File: src/rtl/seq_guess_engine.sv
// seq_guess_engine: two-player sequence-guessing game for the button/LED board.
// Player A enters a secret symbol sequence; player B gets TRIES evaluated
// guesses to reproduce it. Game state only advances on a divided sample tick.
//
// Ports:
//   CLK, reset (async, active-high)
//   btn[NBTN], enter       : raw level buttons, asynchronous to the tick
//   phase                  : 0=SET_A 1=GUESS 2=WON 3=LOST
//   win, lose              : game result LEDs
//   equal/bigger/smaller   : last evaluated guess length vs secret length
//   last_btn               : one-hot of last stored symbol
//   len_a, len_b, turn     : secret length, current guess length, failed guesses
//   hits                   : correct-position count of the last evaluated guess
//
// Optional feature macro: GUESS_HINT_EN (builds the per-position hit counter;
// without it `hits` is tied to 0).
module seq_guess_engine #(
  parameter int NBTN   = 4,
  parameter int MAXLEN = 7,
  parameter int MINLEN = 4,
  parameter int TRIES  = 3,
  parameter int DIV    = 100000,
  localparam int LW    = $clog2(MAXLEN + 1),
  localparam int TW    = $clog2(TRIES + 1)
) (
  input  logic            CLK,
  input  logic            reset,
  input  logic [NBTN-1:0] btn,
  input  logic            enter,
  output logic [1:0]      phase,
  output logic            win,
  output logic            lose,
  output logic            equal,
  output logic            bigger,
  output logic            smaller,
  output logic [NBTN-1:0] last_btn,
  output logic [LW-1:0]   len_a,
  output logic [LW-1:0]   len_b,
  output logic [TW-1:0]   turn,
  output logic [LW-1:0]   hits
);
  localparam int SW = $clog2(NBTN);
  localparam int CW = $clog2(DIV);

  typedef enum logic [1:0] {SET_A = 2'd0, GUESS = 2'd1, WON = 2'd2, LOST = 2'd3} state_t;
  state_t state;

  logic [CW-1:0]   div_cnt;
  logic            tick;
  // Two-flop synchronisers: the buttons are asynchronous to CLK. They add two
  // CLK cycles of delay, which is negligible against the tick period.
  logic [NBTN-1:0] btn_m, btn_s, btn_prev;
  logic            ent_m, ent_s, ent_prev;
  logic [NBTN-1:0] new_btn;
  logic            new_ent;
  logic            sym_vld;
  logic [SW-1:0]   sym;
  logic            a_wr, b_wr;
  logic [LW-1:0]   la_nxt, lb_nxt;
  logic            match_all, match;
  logic [SW-1:0]   bsym;
  logic [SW-1:0]   mem_a [MAXLEN];
  logic [SW-1:0]   mem_b [MAXLEN];
`ifdef GUESS_HINT_EN
  logic [LW-1:0]   hit_cnt;
`endif

  assign tick    = (div_cnt == CW'(DIV - 1));
  assign new_btn = btn_s & ~btn_prev;
  assign new_ent = ent_s & ~ent_prev;
  assign phase   = state;

  // Lowest-index new press wins; simultaneous higher presses are dropped.
  always_comb begin
    sym_vld = 1'b0;
    sym     = '0;
    for (int i = NBTN - 1; i >= 0; i--) begin
      if (new_btn[i]) begin
        sym_vld = 1'b1;
        sym     = SW'(i);
      end
    end
  end

  // len_a < MAXLEN always holds in SET_A because reaching MAXLEN leaves it.
  assign a_wr   = (state == SET_A) && sym_vld;
  assign b_wr   = (state == GUESS) && sym_vld && (len_b < LW'(MAXLEN));
  assign la_nxt = len_a + LW'(a_wr);
  assign lb_nxt = len_b + LW'(b_wr);

  // Evaluation sees the guess including a symbol appended on this same tick.
  always_comb begin
    match_all = 1'b1;
    bsym      = '0;
`ifdef GUESS_HINT_EN
    hit_cnt   = '0;
`endif
    for (int i = 0; i < MAXLEN; i++) begin
      bsym = (b_wr && (len_b == LW'(i))) ? sym : mem_b[i];
      if ((i < int'(len_a)) && (bsym != mem_a[i]))
        match_all = 1'b0;
`ifdef GUESS_HINT_EN
      if ((i < int'(len_a)) && (i < int'(lb_nxt)) && (bsym == mem_a[i]))
        hit_cnt = hit_cnt + LW'(1);
`endif
    end
  end
  assign match = (lb_nxt == len_a) && match_all;

  // Symbol storage carries no reset; only the lengths qualify its contents.
  always_ff @(posedge CLK) begin
    if (tick && a_wr) mem_a[len_a] <= sym;
    if (tick && b_wr) mem_b[len_b] <= sym;
  end

  always_ff @(posedge CLK or posedge reset) begin
    if (reset) begin
      state    <= SET_A;
      div_cnt  <= '0;
      btn_m    <= '0;
      btn_s    <= '0;
      btn_prev <= '0;
      ent_m    <= 1'b0;
      ent_s    <= 1'b0;
      ent_prev <= 1'b0;
      win      <= 1'b0;
      lose     <= 1'b0;
      equal    <= 1'b0;
      bigger   <= 1'b0;
      smaller  <= 1'b0;
      last_btn <= '0;
      len_a    <= '0;
      len_b    <= '0;
      turn     <= '0;
`ifdef GUESS_HINT_EN
      hits     <= '0;
`endif
    end else begin
      btn_m   <= btn;
      btn_s   <= btn_m;
      ent_m   <= enter;
      ent_s   <= ent_m;
      div_cnt <= tick ? '0 : div_cnt + CW'(1);
      if (tick) begin
        btn_prev <= btn_s;
        ent_prev <= ent_s;
        case (state)
          SET_A: begin
            if (a_wr) last_btn <= NBTN'(1) << sym;
            if (la_nxt == LW'(MAXLEN)) begin
              len_a <= la_nxt;
              state <= GUESS;
            end else if (new_ent) begin
              if (la_nxt >= LW'(MINLEN)) begin
                len_a <= la_nxt;
                state <= GUESS;
              end else begin
                len_a <= '0;            // too short: secret discarded
              end
            end else begin
              len_a <= la_nxt;
            end
          end
          GUESS: begin
            if (b_wr) last_btn <= NBTN'(1) << sym;
            if (new_ent) begin
              if (lb_nxt < LW'(MINLEN)) begin
                len_b <= '0;            // short guess: no turn consumed
              end else begin
                smaller <= (lb_nxt > len_a);
                equal   <= (lb_nxt == len_a);
                bigger  <= (lb_nxt < len_a);
`ifdef GUESS_HINT_EN
                hits    <= hit_cnt;
`endif
                if (match) begin
                  len_b <= lb_nxt;
                  win   <= 1'b1;
                  state <= WON;
                end else begin
                  len_b <= '0;
                  turn  <= turn + TW'(1);
                  if (turn == TW'(TRIES - 1)) begin
                    lose  <= 1'b1;
                    state <= LOST;
                  end
                end
              end
            end else begin
              len_b <= lb_nxt;
            end
          end
          default: ;                    // WON/LOST hold until reset
        endcase
      end
    end
  end

`ifndef GUESS_HINT_EN
  assign hits = '0;
`endif

endmodule

File: config.mk
export PLATFORM = sky130hd
export DESIGN_NAME = seq_guess_engine
export DESIGN_NICKNAME = d
export VERILOG_FILES = /design/src/rtl/seq_guess_engine.sv
export SDC_FILE = /design/constraint.sdc
export NUM_CORES = 1
export LEC_CHECK = 0
export BUFFER_PORTS_ARGS = -buffer_cell sky130_fd_sc_hd__buf_2
export CAP_MARGIN = 20
export CORE_MARGIN = 2
export CORE_UTILIZATION = 26
export DETAILED_ROUTE_END_ITERATION = 7
export GPL_ROUTABILITY_DRIVEN = 1
export GPL_TIMING_DRIVEN = 0
export PLACE_DENSITY = 0.51
export SLEW_MARGIN = 10
export SYNTH_ARGS = -nofsm -noshare
export SYNTH_HDL_FRONTEND = slang
export SYNTH_SLANG_ARGS = --single-unit
File: constraint.sdc
create_clock -name CLK -period 5 [get_ports CLK]
set_clock_uncertainty 0.1 [all_clocks]
set_input_delay 1 -clock CLK [delete_from_list [all_inputs] [get_ports CLK]]
set_output_delay 1 -clock CLK [all_outputs]
set_load 0.005 [all_outputs]
==> results.py <==
metrics = {
    "clock_tree": {
        "cts_max_level": 3,
        "cts_inserted_buffers": 9,
        "cts_tree": "done",
        "postCtsHoldBufs": 0,
        "clock_sinks": 79,
        "clock_path_buffers": 2,
        "clk_pin_slew_ps": 60,
        "post_cts_buffers": 0,
        "cts_resized": 0,
        "insertion_delay_ps": 330,
        "cts-root-buf": "clkbuf_16",
    },
    "synth": {
        "synth_cell_type_count": 63,
        "seq_area_frac_synth_pct": 54.23,
        "yosys.area_share.xor_xnor_pct": 6.506,
        "synthAdderAreaFrac_pct": 2.885,
        "syn_inst": 358,
        "avgSynthCellArea_um2": 10.90,
        "yosys.area.top_type": "dfrtp_1",
        "synth_area_leaders": "dfrtp_1 33%, edfxtp_1 22%, nor2_1 4.0%",
        "synthMuxAreaShare_pct": 2.981,
        "yosysWarnings": 0,
        "synth_top_cell_area_share_pct": 32.69,
        "synth_compound_area_share_pct": 10.77,
        "synth_top_family_by_area": "simple AND/OR/NAND/NOR gates",
        "synth.cell_area_um2": 3904,
        "synth-seq-cells": 79,
        "synth-edff-count": 28,
        "async_flop_share_pct": 64.56,
        "synthSimpleGateAreaFrac_pct": 18.49,
        "synth_ff_type": "dfrtp_1",
    },
    "sta": {
        "fin_crit_ps": 3784,
        "whs_ps": 249.3,
        "drv_slew": 0,
        "grt_setup_unrepaired": "no",
        "fin_tns_setup_ps": 0,
        "worst_slew_pin_slew_ps": 760.9,
        "fmax_mhz": 264.3,
        "maxSlewHeadroom_pct": 49.22,
        "hold_viol_final": 0,
        "min_period_over_period_pct": 75.67,
        "finalSetupViolations": 0,
    },
    "finish": {
        "areaGrowthSynthToFinish_pct": 17.82,
        "final_cell_mix": "51 x dfrtp_1, 41 x nor2_1, 33 x nand2_1",
        "final_common_cell": "dfrtp_1",
        "nNetsFinal": 414,
        "diodes": 0,
        "drive_gt1_share_pct": 17.87,
    },
    "floorplanning": {
        "fp.dieH_um": 126.5,
        "dieArea_um2": 16010,
        "io-pin-count": 29,
        "initial_core_util_pct": 26.76,
        "die_w_um": 126.5,
        "coreArea_um2": 14590,
        "rows": 44,
    },
    "power_and_ir_drop": {
        "p_sw_share_pct": 20.12,
        "power.internal_mw": 1.087,
        "peakVddDrop_v": 0.0001571,
        "switching_power_uw": 273.9,
        "power_frac_seq_pct": 49.7,
        "p_leak_nw": 1.951,
        "pwr-share-clk_pct": 47.6,
        "power_frac_comb_pct": 2.6,
        "p_per_area_nw_per_um2": 295.9,
    },
    "drt": {
        "routed_wl_mm": 8.260,
        "vias": 2694,
        "vias_per_cell": 4.589,
        "firstDrtPassIters": 4,
        "ant_nets": 0,
        "drt_iter0_markers": 123,
        "avgRoutedWirePerCell_um": 14.07,
        "drc_errors": 0,
    },
    "global_route": {
        "grt_pass1_vias": 2647,
        "antenna_found_initial": 0,
        "overflow": 0,
        "grt_usage_pct": 10.86,
        "grt_pass1_wl_mm": 13.76,
        "grt_start_max_net_pins": 38,
    },
    "placement": {
        "gp_congestion": 0.7797,
        "dp_hpwl_mm": 6.115,
        "numPortBuffers": 25,
    },
    "setup_path": {
        "critPathLaunchType": "flop",
        "crit_top_cell": "ha_1",
        "critical_path_class": "flop to flop",
        "cp_cell_sequence": "nor2b_1 > buf_6 > nor4_4 > buf_6 > nor3_1 > ha_1 > ha_1 > xnor2_1 > inv_1 > ha_1 > nand3_1 > a221oi_2 > o211ai_4 > o41ai_1 > nand2_1",
        "crit_family": "compound AO/OA/AOI/OAI gates",
        "cp_max_fo": 10,
        "arrival_ps": 3890,
        "required_ps": 5100,
        "cpPeakStageDelay_ps": 370,
        "cp_num_buf_inv": 3,
        "crit_slowest_cell": "dfrtp_1",
        "end_kind": "flop",
    },
    "status": {
        "status": "finished clean",
    },
    "worst_hold_path": {
        "hp-class": "flop to flop",
    },
    "run": {
        "cap_viol_max_count": 0,
    },
}
==> layer usage <==
layer  GRT usage (%)  wire, µm  up-vias
met5               0         0        -
met4           4.719       154        0
met3           2.404       277       11
met2           16.99      3986       38
met1           14.49      3841     1293
li1                -         -     1352
==> final cells by class <==
cell class / count / area, µm²
Clock inverter: 3 / 43.79
Sequential cell: 79 / 2117
Timing Repair Buffer: 27 / 156.4
Fill cell: 1482 / 9990
Multi-Input combinational cell: 248 / 1644
Tap cell: 184 / 230.2
Buffer: 14 / 86.33
Clock buffer: 13 / 250.2
Inverter: 19 / 71.32
==> metrics by stage <==
step	util (%)	worst slack [ps]	instance area (µm²)	cells	power (mW)
2_1_floorplan	-	1692	3911	360	0.7119
3_3_place_gp	29.25	1222	4267	569	0.7232
3_5_place_dp	29.51	1216	4305	571	0.7263
4_1_cts	31.53	1183	4599	587	1.380
5_1_grt	31.53	878.3	4599	587	1.407
6_report	31.53	1216	4599	587	1.361
==> worst reg2reg max path: cells and delay by family, from the launching register on <==
| kind | cells | cell delay (ps) |
|---|---|---|
| AO/OA/AOI/OAI | 3 | 870 |
| AND/OR/NAND/NOR | 5 | 820 |
| adder cells (fa/ha/maj) | 3 | 760 |
| buffers and inverters | 3 | 450 |
| flip-flops | 1 | 370 |
| XOR/XNOR | 1 | 270 |
==> flip-flops by register name, indices dropped and copies added (netlist names) <==
signal	cells
mem_a	14
ent_prev	1
win	1
smaller	1
phase	2
equal	1
ent_m	1
btn_prev	4
ent_s	1
div_cnt	17
len_a	3
last_btn	4
btn_m	4
mem_b	14
turn	2
len_b	3
lose	1
btn_s	4
bigger	1
==> power by group through the flow <==
stage / clock, mW / combinational (mW) / sequential, mW
after detailed placement: 0 / 0.0367 / 0.690
after CTS: 0.666 / 0.0370 / 0.677
after global routing: 0.689 / 0.0407 / 0.677
after global placement: 0 / 0.0335 / 0.690
final: 0.648 / 0.0357 / 0.677
after floorplan: 0 / 0.0227 / 0.689
==> synth_stat cells, types with 3 or more instances <==
cell / n
dfrtp_1: 51
nor2_1: 42
nand2_1: 33
edfxtp_1: 28
inv_1: 19
xnor2_1: 17
nand3_1: 15
nor3_1: 13
xor2_1: 12
o21ai_0: 11
ha_1: 9
mux2i_1: 6
nand4_1: 6
clkbuf_1: 5
mux2_2: 5
nor2b_1: 5
o21a_1: 5
a21oi_1: 4
buf_4: 4
o22ai_1: 4
buf_2: 3
nor4_1: 3
or4_1: 3
==> logic make-up (layout without fill, tap and decap cells) <==
kind of cell,after synthesis,count (layout)
compound gates,53,53
fa+ha+maj,9,9
flops,79,79
simple gates,143,143
buf+inv,33,76
mux,11,11
other cells,1,3
xor+xnor,29,29
==> final timing paths <==
kind,from,to,slack [ps],cells after the start
min in group asynchronous,reset,btn_s[0],520,2
max in group asynchronous,reset,len_b[0],3770,3
hold reg to reg,ent_m,ent_s,250,0
setup reg to reg,btn_s[3],phase[0],1220,15
setup / recovery,btn_s[3],phase[0],1220,15
hold / removal,ent_m,ent_s,250,0
(Power assumes the default switching activity.)
